### config.mk
export PLATFORM = sky130hd
export DESIGN_NAME = reg_bank
export DESIGN_NICKNAME = d
export VERILOG_FILES = /design/src/rtl/reg_bank.sv
export SDC_FILE = /design/constraint.sdc
export NUM_CORES = 1
export LEC_CHECK = 0
export CORE_AREA = 2 2 179 181
export CTS_BUF_LIST = sky130_fd_sc_hd__clkbuf_4 sky130_fd_sc_hd__clkbuf_8
export DETAILED_ROUTE_END_ITERATION = 8
export DIE_AREA = 0 0 181 183
export GPL_ROUTABILITY_DRIVEN = 0
export PLACE_DENSITY_LB_ADDON = 0.3
export SLEW_MARGIN = 20
export SYNTH_ARGS = -nofsm -noshare
export SYNTH_HDL_FRONTEND = slang
export SYNTH_SLANG_ARGS = --single-unit
### constraint.sdc
create_clock -name clk -period 15.25 [get_ports clk]
set_input_delay 4.575 -clock clk [delete_from_list [all_inputs] [get_ports clk]]
set_output_delay 4.575 -clock clk [all_outputs]
set_load 0.1 [all_outputs]
### src/rtl/reg_bank.sv
// rtl/reg_bank.sv - 8x16 register file with a one-entry write slot that commits only in writeback.
// Optional REGBANK_FWD_EN: Q forwards the pending slot's merged value combinationally.
module reg_bank #(
  parameter bit ZERO_R0 = 1'b0,
  parameter int CNT_W   = 8
) (
  input  logic             clk,
  input  logic             rst,
  input  logic [1:0]       state,
  input  logic             wr_req,
  input  logic [2:0]       wr_addr,
  input  logic [15:0]      wr_data,
  input  logic [1:0]       wr_mode,
  output logic [127:0]     Q,
  output logic             pending,
  output logic             wr_ack,
  output logic             ovf,
  output logic [CNT_W-1:0] commit_cnt
);

  localparam logic [1:0] ST_WB = 2'd3;

  logic [15:0] regs [8];
  logic [2:0]  slot_addr;
  logic [15:0] slot_data;
  logic [1:0]  slot_mode;
  logic [15:0] merged;
  logic        commit;
  logic        drop;

  assign commit = pending && (state == ST_WB);
  // Writes to r0 are acknowledged but never land when r0 is hard-wired to zero.
  assign drop   = ZERO_R0 && (slot_addr == 3'd0);

  always_comb begin
    merged = slot_data;
    unique case (slot_mode)
      2'b00:   merged = slot_data;
      2'b01:   merged = {regs[slot_addr][15:8], slot_data[7:0]};
      2'b10:   merged = {slot_data[15:8], regs[slot_addr][7:0]};
      default: merged = {slot_data[7:0], slot_data[15:8]};
    endcase
  end

  always_ff @(posedge clk or posedge rst) begin
    if (rst) begin
      for (int i = 0; i < 8; i++) regs[i] <= 16'h0000;
      slot_addr  <= 3'd0;
      slot_data  <= 16'h0000;
      slot_mode  <= 2'b00;
      pending    <= 1'b0;
      wr_ack     <= 1'b0;
      ovf        <= 1'b0;
      commit_cnt <= '0;
    end else begin
      wr_ack <= commit;
      if (commit) begin
        if (!drop) regs[slot_addr] <= merged;
        commit_cnt <= commit_cnt + 1'b1;
      end
      // A commit frees the slot on the same edge, so a request there is captured, not dropped.
      if (wr_req && (!pending || commit)) begin
        slot_addr <= wr_addr;
        slot_data <= wr_data;
        slot_mode <= wr_mode;
        pending   <= 1'b1;
      end else if (commit) begin
        pending <= 1'b0;
      end
      if (wr_req && pending && !commit) ovf <= 1'b1;
    end
  end

  always_comb begin
    Q = '0;
    for (int i = 0; i < 8; i++) Q[16*i +: 16] = regs[i];
`ifdef REGBANK_FWD_EN
    if (pending && !drop) Q[16*slot_addr +: 16] = merged;
`endif
  end

endmodule

* Word level (Yosys, flattened, before mapping)
Index checks and enable logic that the tools add are counted.
** Operators by class
- Order comparisons :: 2
- $add $sub $neg :: 1
- Muxes and demuxes :: 9
- Reductions and logical operators :: 10
- Eq/ne operators :: 3
- Bitwise gates (word level) :: 1
** Operator list (count)
- $bwmux 128 :: 1
- $bmux 16 s3 :: 1
- $demux 16 s3 :: 1
- $mux 16 :: 3
- $pmux 16 s3 :: 1
- $add 8x1->8 const B :: 1
- $logic_and 1x1->1 :: 5
- $eq 2x2->1 const B :: 2
- $ge 4x4->1 const B :: 1
- $lt 4x1->1 const B :: 1
- $not 3->4 :: 1
- $eq 2x1->1 const B :: 1
- $logic_not 1->1 :: 2
- $logic_not 2->1 :: 1
- $mux 1 :: 2
- $reduce_bool 2->1 :: 1
- $logic_or 1x1->1 :: 1
** Word-level totals
- Bits in registers :: 160
- Output and inout port bits :: 139
- Input port bits :: 26
- Word-level logic and storage cells :: 41

* Logic depth before layout (Yosys ltp)
- Word-level depth :: 6
- Depth in mapped cells :: 9
- Depth with buffers taken out :: 5

* Least setup slack after synthesis
No wires, ideal clock.
- Path type :: input -> register
- From :: input state[0]
- To :: register regs (netlist bit Q[26])
- Cell stages on the path :: 5
- Data arrival time :: 5.758 ns
- Setup slack :: 9.406 ns
- Setup time :: 0.086 ns
- Path buffers :: 1
- Data required time :: 15.164 ns
- Cell sequence :: nand4_1 > nor3_1 > clkbuf_1 > nor2_1 > nor3_1
** On the way
- Cells in the longest elaborated chain, start to end :: 2
** Ends and longest elaborated chain
- from (decl) :: RTL line 9 : input logic [1:0] state,
- $eq 2x2->1 :: RTL line 31 : assign commit = pending && (state == ST_WB);
- $logic_and 1x1->1 :: RTL line 31
- to (signal, indexed assignment) :: RTL line 58 : if (!drop) regs[slot_addr] <= merged;
- to (decl) :: RTL line 23 : logic [15:0] regs [8];
No other way between the ends.
A chain may end at the register's enable or synchronous reset.

* Worst setup path after layout
- From :: register regs (netlist bit Q[81])
- To :: output Q[81]
** RTL lines
- to (decl) :: RTL line 14 : output logic [127:0] Q,
No word-level cell between the ends.

==> flow_summary.ini <==
[logic_synthesis]
syn_inst = 772
synth.avg_cell_area_um2 = 9.95
yosys_most_used_dff = dfrtp_1
synth-edff-count = 0
ys_async_sr_fraction_pct = 100
yosysUniqueCellTypes = 52
synth-seq-cells = 160
synth_top_cell_by_area = dfrtp_1
synth_nets = 799
yosysSeqAreaShare_pct = 52.1
synth_area_um2 = 7680
yosysTopAreaCellShare_pct = 52.1
ys_warn_count = 0
ys_top_cells_by_area = dfrtp_1, nand2_1, mux2_2

[layout]
num_antenna_cells = 0
final-instance-count-excl-fill = 1335
syn_to_final_growth_pct = 32.4
nFillCells = 3223
drive_above_1_share_pct = 11.3
fin_nets = 947
post-route-util_pct = 32.6

[clocking]
post_cts_buffers = 0
cts_sinks = 160
hold_buffers = 0
h-tree-depth = 4
clock_latency_ns = 0.46
cts_buffer_depth = 2
clockRootBuffer = clkbuf_8
path_clk_slew_ns = 0.09
numCtsBuffers = 17
cts_resized = 0
tritoncts = built

[floorplan]
start_util_pct = 24.6
die_x_um = 181
dieArea_um2 = 33100
coreArea_um2 = 31200
die_h_um = 183
rows = 65
ioPinCount = 165

[route]
routedWlPerCell_um = 21.8
num_vias = 6807
drc = 0
drt-initial-drc-count = 573
routed_wl_um = 29100
ant_nets = 0
drt-vias-per-instance = 5.10
dr.pass1.iters = 6

[timing]
max_freq_ghz = 0.150
setup-tns-final_ns = 0
min_period_ns = 6.67
relSlewSlack_pct = 21.1
worst_pin_slew_ns = 1.18
setup_viol = 0
clock_skew_ns = 0.0118
period_share_pct = 43.8
slew_violations = 0
finalHoldViolCount = 0
rsz0062_at_grt = no
whs_ns = 0.464

[critical_path]
cp_max_fo = 3
cp_cell_sequence = clkdlybuf4s50_1
critPathKind = flip-flop to output pin
reg2reg_slack_ns = 11.90
slowest_delay_ns = 1.17
cp.arrival_ns = 2.10
start_kind = flip-flop
cp.required_ns = 10.68
endpoint_kind = output pin
slowest_stage = clkdlybuf4s50_1
cp_num_buf_inv = 1
crit_family = buffers and inverters

[hold_path]
holdCritPathClass = flip-flop to flip-flop

[job]
drv_cap = 0

[placement]
dp_cells = 1300
dp_hpwl_um = 20300
port_buffers = 164

[global_routing]
grt_antenna_before_repair = 0
grt_pass1_vias = 6497
grt_pass1_wl_um = 43200
grt.total_usage_pct = 17.5
grt_overflow = 0
grt_max_degree = 98

[status]
status = finished clean
## routing by layer
layer / wire [µm] / global-route usage, %
met1: 13300 / 24.8
met2: 13200 / 26.8
met3: 2090 / 4.49
met4: 510 / 4.36
met5: 0 / 0
## cell usage after synthesis (6+ instances only)
library cell and instances:
nand2_1 123, a21oi_1 38, buf_1 7, buf_2 11, dfrtp_1 160, a221o_1 15
a22o_1 11, nand2b_1 10, o31ai_1 28, o21ai_0 47, a211oi_1 14, a31oi_1 10
nor2b_1 7, mux2i_1 17, nor2_1 76, nor3_1 38, mux2_2 38, inv_1 8
a221oi_1 6, nand3_1 13, clkbuf_1 29
## layout make-up
type / instances / area, µm² / area share [%]
flip-flops and latches: 160 / 4010 / 39.4
multi-input cells: 554 / 3460 / 34.0
repair buffers: 178 / 1750 / 17.2
well taps: 402 / 503 / 4.95
clock buffers: 22 / 290 / 2.85
clock inverters: 10 / 126 / 1.24
inverters: 9 / 38.8 / 0.381
## final timing paths
path | endpoint | start | depth (start not counted)
worst max-delay path | Q[81] | Q[81]$_DFFE_PP0P_ | 1
max in group asynchronous | Q[92]$_DFFE_PP0P_ | rst | 3
worst max register to register | Q[113]$_DFFE_PP0P_ | slot_addr[0]$_DFFE_PP0P_ | 5
worst min-delay path | ovf$_DFFE_PP0P_ | ovf$_DFFE_PP0P_ | 1
worst min register to register | ovf$_DFFE_PP0P_ | ovf$_DFFE_PP0P_ | 1
min in group asynchronous | Q[89]$_DFFE_PP0P_ | rst | 2
## sequential cells by signal (all words and copies together), names as in the netlist
register / flops
Q: 128
commit_cnt: 8
ovf: 1
pending: 1
slot_addr: 3
slot_data: 16
slot_mode: 2
wr_ack: 1
## placed cells by master, fill, tap and decap left out, types with 4 or more instances in the layout
cell type,n
clkdlybuf4s50_1,164
dfrtp_1,158
nand2_1,123
nor2_1,74
o21ai_0,47
a21oi_1,38
mux2_2,38
nor3_1,36
o31ai_1,27
clkbuf_8,20
mux2i_1,17
a221o_1,15
a211oi_1,14
nand3_1,13
a22o_1,11
nand2b_1,10
a31oi_1,10
buf_4,10
inv_1,7
nor2b_1,7
a221oi_1,6
o32ai_1,5
o22ai_1,5
xnor2_1,5
or3b_2,4
## cells by family (layout without fill, tap and decap cells)
kind of cell,after synthesis,after routing,share of synthesized area [%]
simple gates,287,287,16.4
compound gates,198,198,17.6
flops,160,160,52.1
mux,61,61,9.70
buf+inv,58,219,3.26
xor+xnor,7,7,0.798
fa+ha+maj,1,1,0.163
## through the flow
stage,worst slack (ns),instance area (µm²)
2_1_floorplan,6.36,7680
3_3_place_gp,8.33,9710
3_5_place_dp,8.30,9720
4_1_cts,8.57,10100
5_1_grt,8.52,10200
6_report,8.58,10200
Power is left out: the tool's default activity adds up to more than one toggle a clock period on the data nets, which glitch-free logic cannot reach.
